`config.mk`:
```
export PLATFORM = sky130hd
export DESIGN_NAME = qdrc_cal_sequencer
export DESIGN_NICKNAME = d
export VERILOG_FILES = /design/src/rtl/qdrc_pkg.sv /design/src/rtl/qdrc_cal_timer.sv /design/src/rtl/qdrc_cal_sequencer.sv
export SDC_FILE = /design/constraint.sdc
export NUM_CORES = 1
export LEC_CHECK = 0
export ABC_AREA = 1
export CAP_MARGIN = 20
export CORE_MARGIN = 10
export CORE_UTILIZATION = 55
export CTS_CLUSTER_DIAMETER = 120
export DETAILED_ROUTE_END_ITERATION = 12
export PLACE_DENSITY = 0.86
export REMOVE_ABC_BUFFERS = 1
export SKIP_CTS_REPAIR_TIMING = 1
export SYNTH_ARGS = -nofsm -noshare
export SYNTH_HDL_FRONTEND = slang
export SYNTH_HIERARCHICAL = 1
export SYNTH_SLANG_ARGS = --single-unit
```
`constraint.sdc`:
```
create_clock -name clk0 -period 6.8 [get_ports clk0]
set_clock_uncertainty 0.15 [all_clocks]
set_input_delay 0.68 -clock clk0 [delete_from_list [all_inputs] [get_ports clk0]]
set_output_delay 0.68 -clock clk0 [all_outputs]
set_load 0.005 [all_outputs]
```
`src/rtl/qdrc_pkg.sv`:
```
// qdrc_pkg: calibration sequencer state encodings and counter sizing helper.
// The 4-bit encodings are also decoded by the align-block probes, so keep them stable.
package qdrc_pkg;

  localparam logic [3:0] CAL_ST_IDLE        = 4'd0;
  localparam logic [3:0] CAL_ST_PHY_RST     = 4'd1;
  localparam logic [3:0] CAL_ST_INIT_WAIT   = 4'd2;
  localparam logic [3:0] CAL_ST_BIT_ALIGN   = 4'd3;
  localparam logic [3:0] CAL_ST_BURST_ALIGN = 4'd4;
  localparam logic [3:0] CAL_ST_RETRY       = 4'd5;
  localparam logic [3:0] CAL_ST_DONE        = 4'd6;
  localparam logic [3:0] CAL_ST_FAIL        = 4'd7;

  typedef enum logic [3:0] {
    ST_IDLE        = CAL_ST_IDLE,
    ST_PHY_RST     = CAL_ST_PHY_RST,
    ST_INIT_WAIT   = CAL_ST_INIT_WAIT,
    ST_BIT_ALIGN   = CAL_ST_BIT_ALIGN,
    ST_BURST_ALIGN = CAL_ST_BURST_ALIGN,
    ST_RETRY       = CAL_ST_RETRY,
    ST_DONE        = CAL_ST_DONE,
    ST_FAIL        = CAL_ST_FAIL
  } cal_state_e;

  // Watchdog span only widens the counter when the watchdog is built in.
  function automatic int unsigned cal_cnt_width(input int unsigned rst_cyc,
                                                input int unsigned init_cyc,
                                                input int unsigned to_cyc,
                                                input bit          use_to);
    int unsigned span;
    span = (rst_cyc > init_cyc) ? rst_cyc : init_cyc;
    if (use_to && (to_cyc > span)) span = to_cyc;
    return (span < 1) ? 1 : $clog2(span + 1);
  endfunction

endpackage

```
`src/rtl/qdrc_cal_timer.sv`:
```
// qdrc_cal_timer: loadable down-counter that stops at zero; shared by the reset,
// settle and watchdog intervals of the calibration sequencer.
module qdrc_cal_timer #(
  parameter int unsigned W = 4
) (
  input  logic         clk0,
  input  logic         reset_n,
  input  logic         load,
  input  logic [W-1:0] load_val,
  output logic         zero
);

  logic [W-1:0] count;

  always_ff @(posedge clk0 or negedge reset_n) begin
    if (!reset_n) begin
      count <= '0;
    end else if (load) begin
      count <= load_val;
    end else if (count != '0) begin
      count <= count - 1'b1;
    end
  end

  assign zero = (count == '0);

endmodule

```
`src/rtl/qdrc_cal_sequencer.sv`:
```
// qdrc_cal_sequencer: QDR PHY calibration sequencer (reset, settle, bit align, burst align, retry).
// Build option QDRC_CAL_TIMEOUT_EN adds a per-phase watchdog on the align phases.
//
// state       | meaning
// IDLE        | out of reset, align blocks held in reset, waiting for cal_start
// PHY_RST     | phy_rst asserted for RST_CYCLES
// INIT_WAIT   | SRAM/DLL settle before bit alignment
// BIT_ALIGN   | bit alignment running
// BURST_ALIGN | burst alignment running
// RETRY       | attempt failed; start another attempt or give up
// DONE        | calibrated, user datapath owns the QDR bus
// FAIL        | retries exhausted, align blocks held in reset
module qdrc_cal_sequencer
  import qdrc_pkg::*;
#(
  parameter int unsigned RST_CYCLES       = 16,
  parameter int unsigned INIT_WAIT_CYCLES = 2048,
  parameter int unsigned TIMEOUT_CYCLES   = 65535,
  parameter int unsigned MAX_RETRY        = 3,
  parameter int unsigned RETRY_W          = 2
) (
  input  logic               clk0,
  input  logic               reset_n,
  input  logic               cal_start,
  output logic               phy_rst,
  output logic               bit_align_start,
  input  logic               bit_align_done,
  input  logic               bit_align_fail,
  output logic               burst_align_start,
  input  logic               burst_align_done,
  input  logic               burst_align_fail,
  output logic               cal_done,
  output logic               cal_fail,
  output logic               cal_timeout,
  output logic               phy_ready,
  output logic [RETRY_W-1:0] retry_count,
  output logic [3:0]         cal_state_prb
);

`ifdef QDRC_CAL_TIMEOUT_EN
  localparam bit TO_EN = 1'b1;
`else
  localparam bit TO_EN = 1'b0;
`endif

  localparam int unsigned CNT_W = cal_cnt_width(RST_CYCLES, INIT_WAIT_CYCLES, TIMEOUT_CYCLES, TO_EN);

  // Loads are interval-1 so the zero flag marks the last cycle of the interval.
  localparam logic [CNT_W-1:0] LD_RST  = CNT_W'(RST_CYCLES - 1);
  localparam logic [CNT_W-1:0] LD_INIT = CNT_W'((INIT_WAIT_CYCLES > 0) ? (INIT_WAIT_CYCLES - 1) : 0);
`ifdef QDRC_CAL_TIMEOUT_EN
  localparam logic [CNT_W-1:0] LD_TO   = CNT_W'(TIMEOUT_CYCLES - 1);
`endif

  cal_state_e         state, state_nxt;
  logic               tmr_load, tmr_zero;
  logic [CNT_W-1:0]   tmr_val;
  logic               bit_start_nxt, burst_start_nxt;
  logic [RETRY_W-1:0] retry_nxt;
`ifdef QDRC_CAL_TIMEOUT_EN
  logic               timeout_nxt;
`endif

  qdrc_cal_timer #(.W(CNT_W)) u_timer (
    .clk0     (clk0),
    .reset_n  (reset_n),
    .load     (tmr_load),
    .load_val (tmr_val),
    .zero     (tmr_zero)
  );

  always_ff @(posedge clk0 or negedge reset_n) begin
    if (!reset_n) state <= ST_IDLE;
    else          state <= state_nxt;
  end

  always_comb begin
    state_nxt       = state;
    tmr_load        = 1'b0;
    tmr_val         = '0;
    bit_start_nxt   = 1'b0;
    burst_start_nxt = 1'b0;
    retry_nxt       = retry_count;
`ifdef QDRC_CAL_TIMEOUT_EN
    timeout_nxt     = cal_timeout;
`endif
    case (state)
      ST_IDLE, ST_DONE, ST_FAIL: begin
        if (cal_start) begin
          state_nxt = ST_PHY_RST;
          tmr_load  = 1'b1;
          tmr_val   = LD_RST;
          retry_nxt = '0;
`ifdef QDRC_CAL_TIMEOUT_EN
          timeout_nxt = 1'b0;
`endif
        end
      end
      ST_PHY_RST: begin
        if (tmr_zero) begin
          state_nxt = ST_INIT_WAIT;
          tmr_load  = 1'b1;
          tmr_val   = LD_INIT;
        end
      end
      ST_INIT_WAIT: begin
        if (tmr_zero) begin
          state_nxt     = ST_BIT_ALIGN;
          bit_start_nxt = 1'b1;
`ifdef QDRC_CAL_TIMEOUT_EN
          tmr_load      = 1'b1;
          tmr_val       = LD_TO;
`endif
        end
      end
      ST_BIT_ALIGN: begin
        if (bit_align_done) begin
          if (bit_align_fail) begin
            state_nxt = ST_RETRY;
          end else begin
            state_nxt       = ST_BURST_ALIGN;
            burst_start_nxt = 1'b1;
`ifdef QDRC_CAL_TIMEOUT_EN
            tmr_load        = 1'b1;
            tmr_val         = LD_TO;
`endif
          end
        end
`ifdef QDRC_CAL_TIMEOUT_EN
        else if (tmr_zero) begin
          state_nxt   = ST_RETRY;
          timeout_nxt = 1'b1;
        end
`endif
      end
      ST_BURST_ALIGN: begin
        if (burst_align_done) begin
          state_nxt = burst_align_fail ? ST_RETRY : ST_DONE;
        end
`ifdef QDRC_CAL_TIMEOUT_EN
        else if (tmr_zero) begin
          state_nxt   = ST_RETRY;
          timeout_nxt = 1'b1;
        end
`endif
      end
      ST_RETRY: begin
        if (retry_count == RETRY_W'(MAX_RETRY)) begin
          state_nxt = ST_FAIL;
        end else begin
          state_nxt = ST_PHY_RST;
          retry_nxt = retry_count + RETRY_W'(1);
          tmr_load  = 1'b1;
          tmr_val   = LD_RST;
        end
      end
      default: state_nxt = ST_IDLE;
    endcase
  end

  // Outputs are registered from the next state so they line up with cal_state_prb.
  always_ff @(posedge clk0 or negedge reset_n) begin
    if (!reset_n) begin
      phy_rst           <= 1'b1;
      bit_align_start   <= 1'b0;
      burst_align_start <= 1'b0;
      cal_done          <= 1'b0;
      cal_fail          <= 1'b0;
      phy_ready         <= 1'b0;
      retry_count       <= '0;
    end else begin
      phy_rst           <= (state_nxt == ST_IDLE) || (state_nxt == ST_PHY_RST) ||
                           (state_nxt == ST_FAIL);
      bit_align_start   <= bit_start_nxt;
      burst_align_start <= burst_start_nxt;
      cal_done          <= (state_nxt == ST_DONE);
      cal_fail          <= (state_nxt == ST_FAIL);
      phy_ready         <= (state_nxt == ST_DONE);
      retry_count       <= retry_nxt;
    end
  end

`ifdef QDRC_CAL_TIMEOUT_EN
  always_ff @(posedge clk0 or negedge reset_n) begin
    if (!reset_n) cal_timeout <= 1'b0;
    else          cal_timeout <= timeout_nxt;
  end
`else
  assign cal_timeout = 1'b0;
`endif

  assign cal_state_prb = state;

endmodule

```
== Word level (Yosys, flattened, before mapping) ==
Cells that the tools add are included.

* Bits in registers: 23
* Word-level logic and storage cells: 59
* Input port bits: 7
* Output and inout bits: 13

* $add $sub $neg: 2
* Eq/ne operators: 13
* Muxes and demuxes: 26
* Reduce and logical (&&, ||, !) cells: 10

{| class="wikitable"
|+ Operators with widths
! operator !! number
|-
| one-hot mux 11 bit (3 select lines) || 1
|-
| two-way mux 4 bit || 7
|-
| == test 4 x 3 -> 1 bit, second input constant || 6
|-
| two-way mux 12 bit || 2
|-
| one-hot mux 4 bit (6 select lines) || 1
|-
| zero test 12 bit || 1
|-
| nonzero test 12 bit || 1
|-
| subtractor 12 x 1 -> 12 bit, second input constant || 1
|-
| two-way mux 11 bit || 1
|-
| == test 4 x 1 -> 1 bit, second input constant || 2
|-
| == test 4 x 2 -> 1 bit, second input constant || 2
|-
| zero test 4 bit || 2
|-
| two-way mux 1 bit || 8
|-
| two-way mux 2 bit || 3
|-
| inequality test 2 bit, second input constant || 2
|-
| one-hot mux 2 bit (2 select lines) || 1
|-
| nonzero test 2 bit || 2
|-
| two-way mux 3 bit || 1
|-
| one-hot mux 1 bit (3 select lines) || 1
|-
| AND reduction 3 bit || 1
|-
| OR reduction 3 bit || 1
|-
| adder 2 x 1 -> 2 bit, second input constant || 1
|-
| == test 2 bit, second input constant || 1
|-
| logical OR 1 bit || 2
|}

== Logic depth before layout (Yosys ltp) ==
* Word-level depth: 6
* Depth in mapped cells: 11
* Mapped depth without buffers: 11

== Modules after synthesis ==
Netlist, hierarchy kept.

{| class="wikitable"
|+ Modules (own cells, without submodules)
! module !! sequential area each (µm²) !! area an instance (µm²) !! times used !! cells an instance
|-
| qdrc_cal_timer || 300.3 || 834.6 || 1 || 122
|-
| qdrc_cal_sequencer || 276.5 || 674.4 || 1 || 87
|}

== Worst setup path after synthesis ==
No wires, ideal clock.

* Kind: register -> register
* Start: register u_timer.count[0]
* End: register u_timer.count[6]
* Clock period less this slack: 2.133 ns
* Library setup time: 0.120 ns
* Buffers on the path: 0
* Setup slack: 4.667 ns
* Arrival: 1.863 ns
* Required time: 6.530 ns
* Cell stages (with the launch flop): 11
* Cells stage by stage: dfrtp_1 > inv_1 > ha_1 > nand3_2 > nor3_1 > nand3_2 > nand3_1 > inv_1 > or2_1 > nand2_1 > nor2_1

* Word-level cells in the longest chain between the ends: 4
* Elaborated cells on any way between the ends: 10
* Classes of those cells: add/sub: 1; mux: 6; reduce/logical: 3

{| class="wikitable"
|+ Ends and longest elaborated chain
! item !! RTL line !! RTL
|-
| from (decl) || qdrc_cal_timer.sv:13 || <nowiki>logic [W-1:0] count;</nowiki>
|-
| from (signal assigned) || qdrc_cal_timer.sv:19 || <nowiki>count <= load_val;</nowiki>
|-
| from (signal assigned) || qdrc_cal_timer.sv:21 || <nowiki>count <= count - 1'b1;</nowiki>
|-
| zero test 12 bit * || qdrc_cal_timer.sv:25 || <nowiki>assign zero = (count == '0);</nowiki>
|-
| named net tmr_zero || qdrc_cal_sequencer.sv:56 || <nowiki>logic tmr_load, tmr_zero;</nowiki>
|-
| two-way mux 1 bit * || qdrc_cal_sequencer.sv:100 || <nowiki>if (tmr_zero) begin</nowiki>
|-
| one-hot mux 1 bit (3 select lines) * || qdrc_cal_sequencer.sv:87 || <nowiki>case (state)</nowiki>
|-
| named net tmr_load || qdrc_cal_sequencer.sv:56 ||
|-
| two-way mux 12 bit or nonzero test 2 bit (tied branches) || n/a ||
|}

Mark *: on every way through the listed nets, which the timed path passes. The rest lies on a longest branch. The select of a mux whose other input is x is not followed.
A chain may end at the register's enable or synchronous reset.

== Worst setup path after layout ==
Ends and elaborated chain as after synthesis.

==> metrics.txt <==
register bit count reported by yosys 23; WS Path Type reg -> reg; first-iteration detailed-routing DRC count 89; number of antenna diodes 0; number of distinct library cells after synthesis 30; Port Buf Inserts 18; Num CTS Buffers 3; asr flop ratio synth 1.00; commonest non-fill, non-tap cell in the layout nand2_1; Cells after DPL 255; top cell family by delay on the critical path simple AND/OR/NAND/NOR gates; Worst EP required about 7 ns; R2R Path End u_timer/count[6]; worst setup margin 4.03 ns; Core Rows 18; reg2reg setup slack 4.03 ns; most frequent cells in the layout 61 x nand2_1, 25 x inv_1, 24 x nor2_1; Sink Count 23; register area share after synthesis 0.382; Tmin final about 2.8 ns; Routed WL per cell 12.1 µm; root cell of the clock tree clkbuf_4; DRC violations left 0; Vias about 1300; Power Dens Cells 297 nW/µm²; final period utilization 0.408; TNS Setup 0 ns; Finished Layout Cells 260; Max stage delay on crit path 0.55 ns; pin count of the biggest net entering global routing 24; Synth Area per Inst between 7 and 8 µm²; Synth Cell Area ~1500 µm²; DP HPWL 2390 µm; RD Place Congestion 0.957; critical path arrival 2.84 ns; CP cell instances inv_1 -> ha_1 -> nand3_2 -> nor3_1 -> nand3_2 -> nand3_1 -> inv_1 -> or2_1 -> nand2_1 -> nor2_1; Vias/cell about 5.1; MaxCap Viol Count 0; crit path launch type flop; pre-CTS setup slack around 4.0 ns; worst-case clock buffer depth 2; yosys warns 6; Worst Path Max Fanout 20; final setup vio count 0; Worst-path clk slew around 0.13 ns; die area between 5000 and 6000 µm²; synthesis-to-layout area growth 16.7%; Cells after Synth 209; fraction of layout cells with a size suffix above 1 0.143; worst min path class in -> async; max frequency 361 MHz; VDD IR max 0.247 mV; initial antenna violation count 0; CTS tree built; All-Layer GR Usage 0.128; core area 2540 µm²; CP max-delay cell nand3_1; Die W 72.4 µm; DRT Pass-1 Iters 4; Nets 241; Post-synth EDFFs 0; Lkg Pwr about 0.88 nW; num ports 20; Worst R2R Path Depth 10; Initial Util 0.593; RSZ-0062 raised after global routing false; DIE HEIGHT between 70 and 80 µm; status complete, no violations; CP Buf/Inv Count 2; Setup crit end kind flop; ANT nets after route 0; reg-to-reg startpoint u_timer/count[0]; final slew viol count 0; ys flop type dfrtp_1; vias in the first global route 1247; Tightest Pin Transition just under 0.7 ns; Slew HR 0.543; first-pass GRT wire length 5570 µm; final hold vios 0; GRT Residual Overflow 0; total wire length 3130 µm; clk_lat worst skew 0.32 ns; H-tree depth 1; Worst path depth 10
## flip-flops by register name (all words and copies together) (netlist names)
name	count
phy_rst	1
phy_ready	1
retry_count	2
cal_state_prb	4
burst_align_start	1
cal_fail	1
u_timer/count	12
bit_align_start	1
## cells by family after synthesis
family	Yosys count	synth area share
DFF	23	0.382
and+or+nand+nor	125	0.407
buffers and inverters	34	0.0954
other	1	0.00249
AOI/OAI and AO/OA	20	0.0705
xor gates and xnor gates	3	0.0174
adders and majority gates	3	0.0249
## layer usage
| metal | vias to the layer above | GRT usage | part of all wire |
|---|---|---|---|
| met5 | - | 0 | 0 |
| met4 | 0 | 0.0527 | 0.015 |
| met2 | 28 | 0.195 | 0.43 |
| li1 | 696 | - | - |
| met3 | 4 | 0.0340 | 0.062 |
| met1 | 590 | 0.165 | 0.49 |
## per-stage QoR
step           hold slack, ns   util  instance area, µm²  total power [mW]
2_1_floorplan           0.234      -                1490             0.396
3_3_place_gp            0.386  0.669                1700             0.451
4_1_cts                 0.429  0.681                1730             0.522
6_report                0.430  0.692                1760             0.523
3_5_place_dp            0.412  0.669                1700             0.453
5_1_grt                 0.405  0.692                1760             0.575
## Yosys cell counts (2+ instances only)
master    n  area share
o21ai_1   5       0.017
ha_1      3       0.025
nand4_1   3       0.012
nand2_2   4       0.017
nor2_4    4       0.030
nand3_1  12       0.040
dfrtp_1  22        0.36
buf_4     2      0.0099
inv_1    25       0.062
xor2_1    3       0.017
inv_2     5       0.012
o21ai_0   9       0.030
a21oi_1   3      0.0099
nand3_2   4       0.027
nand2_1  61        0.15
nor2_1   24       0.060
nor2_2    7       0.029
## worst max-delay path by stage
stage,start,to,slack (ns)
3_5_place_dp,cal_start,u_timer/count[0],3.98
2_1_floorplan,u_timer/count[0],u_timer/count[6],4.44
5_1_grt,u_timer/count[0],u_timer/count[10],3.78
3_3_place_gp,cal_start,u_timer/count[0],4.04
6_report,u_timer/count[0],u_timer/count[6],4.03
4_1_cts,u_timer/count[0],u_timer/count[6],4.07
## area by class of cell
cell class | instances | area, µm²
clock buffer | 3 | 22.5
clock inverter | 1 | 7.51
fill | 205 | 785
inverter | 30 | 113
multi-input combinational | 154 | 796
sequential | 23 | 577
tap | 30 | 37.5
timing repair buffer | 19 | 208
## report_power, final
part	internal, mW	switching, mW	total (mW)
clock	0.0225	0.0425	0.0650
combinational	0.0886	0.154	0.243
sequential	0.173	0.0424	0.216
Power figures use the tool's default switching activity.
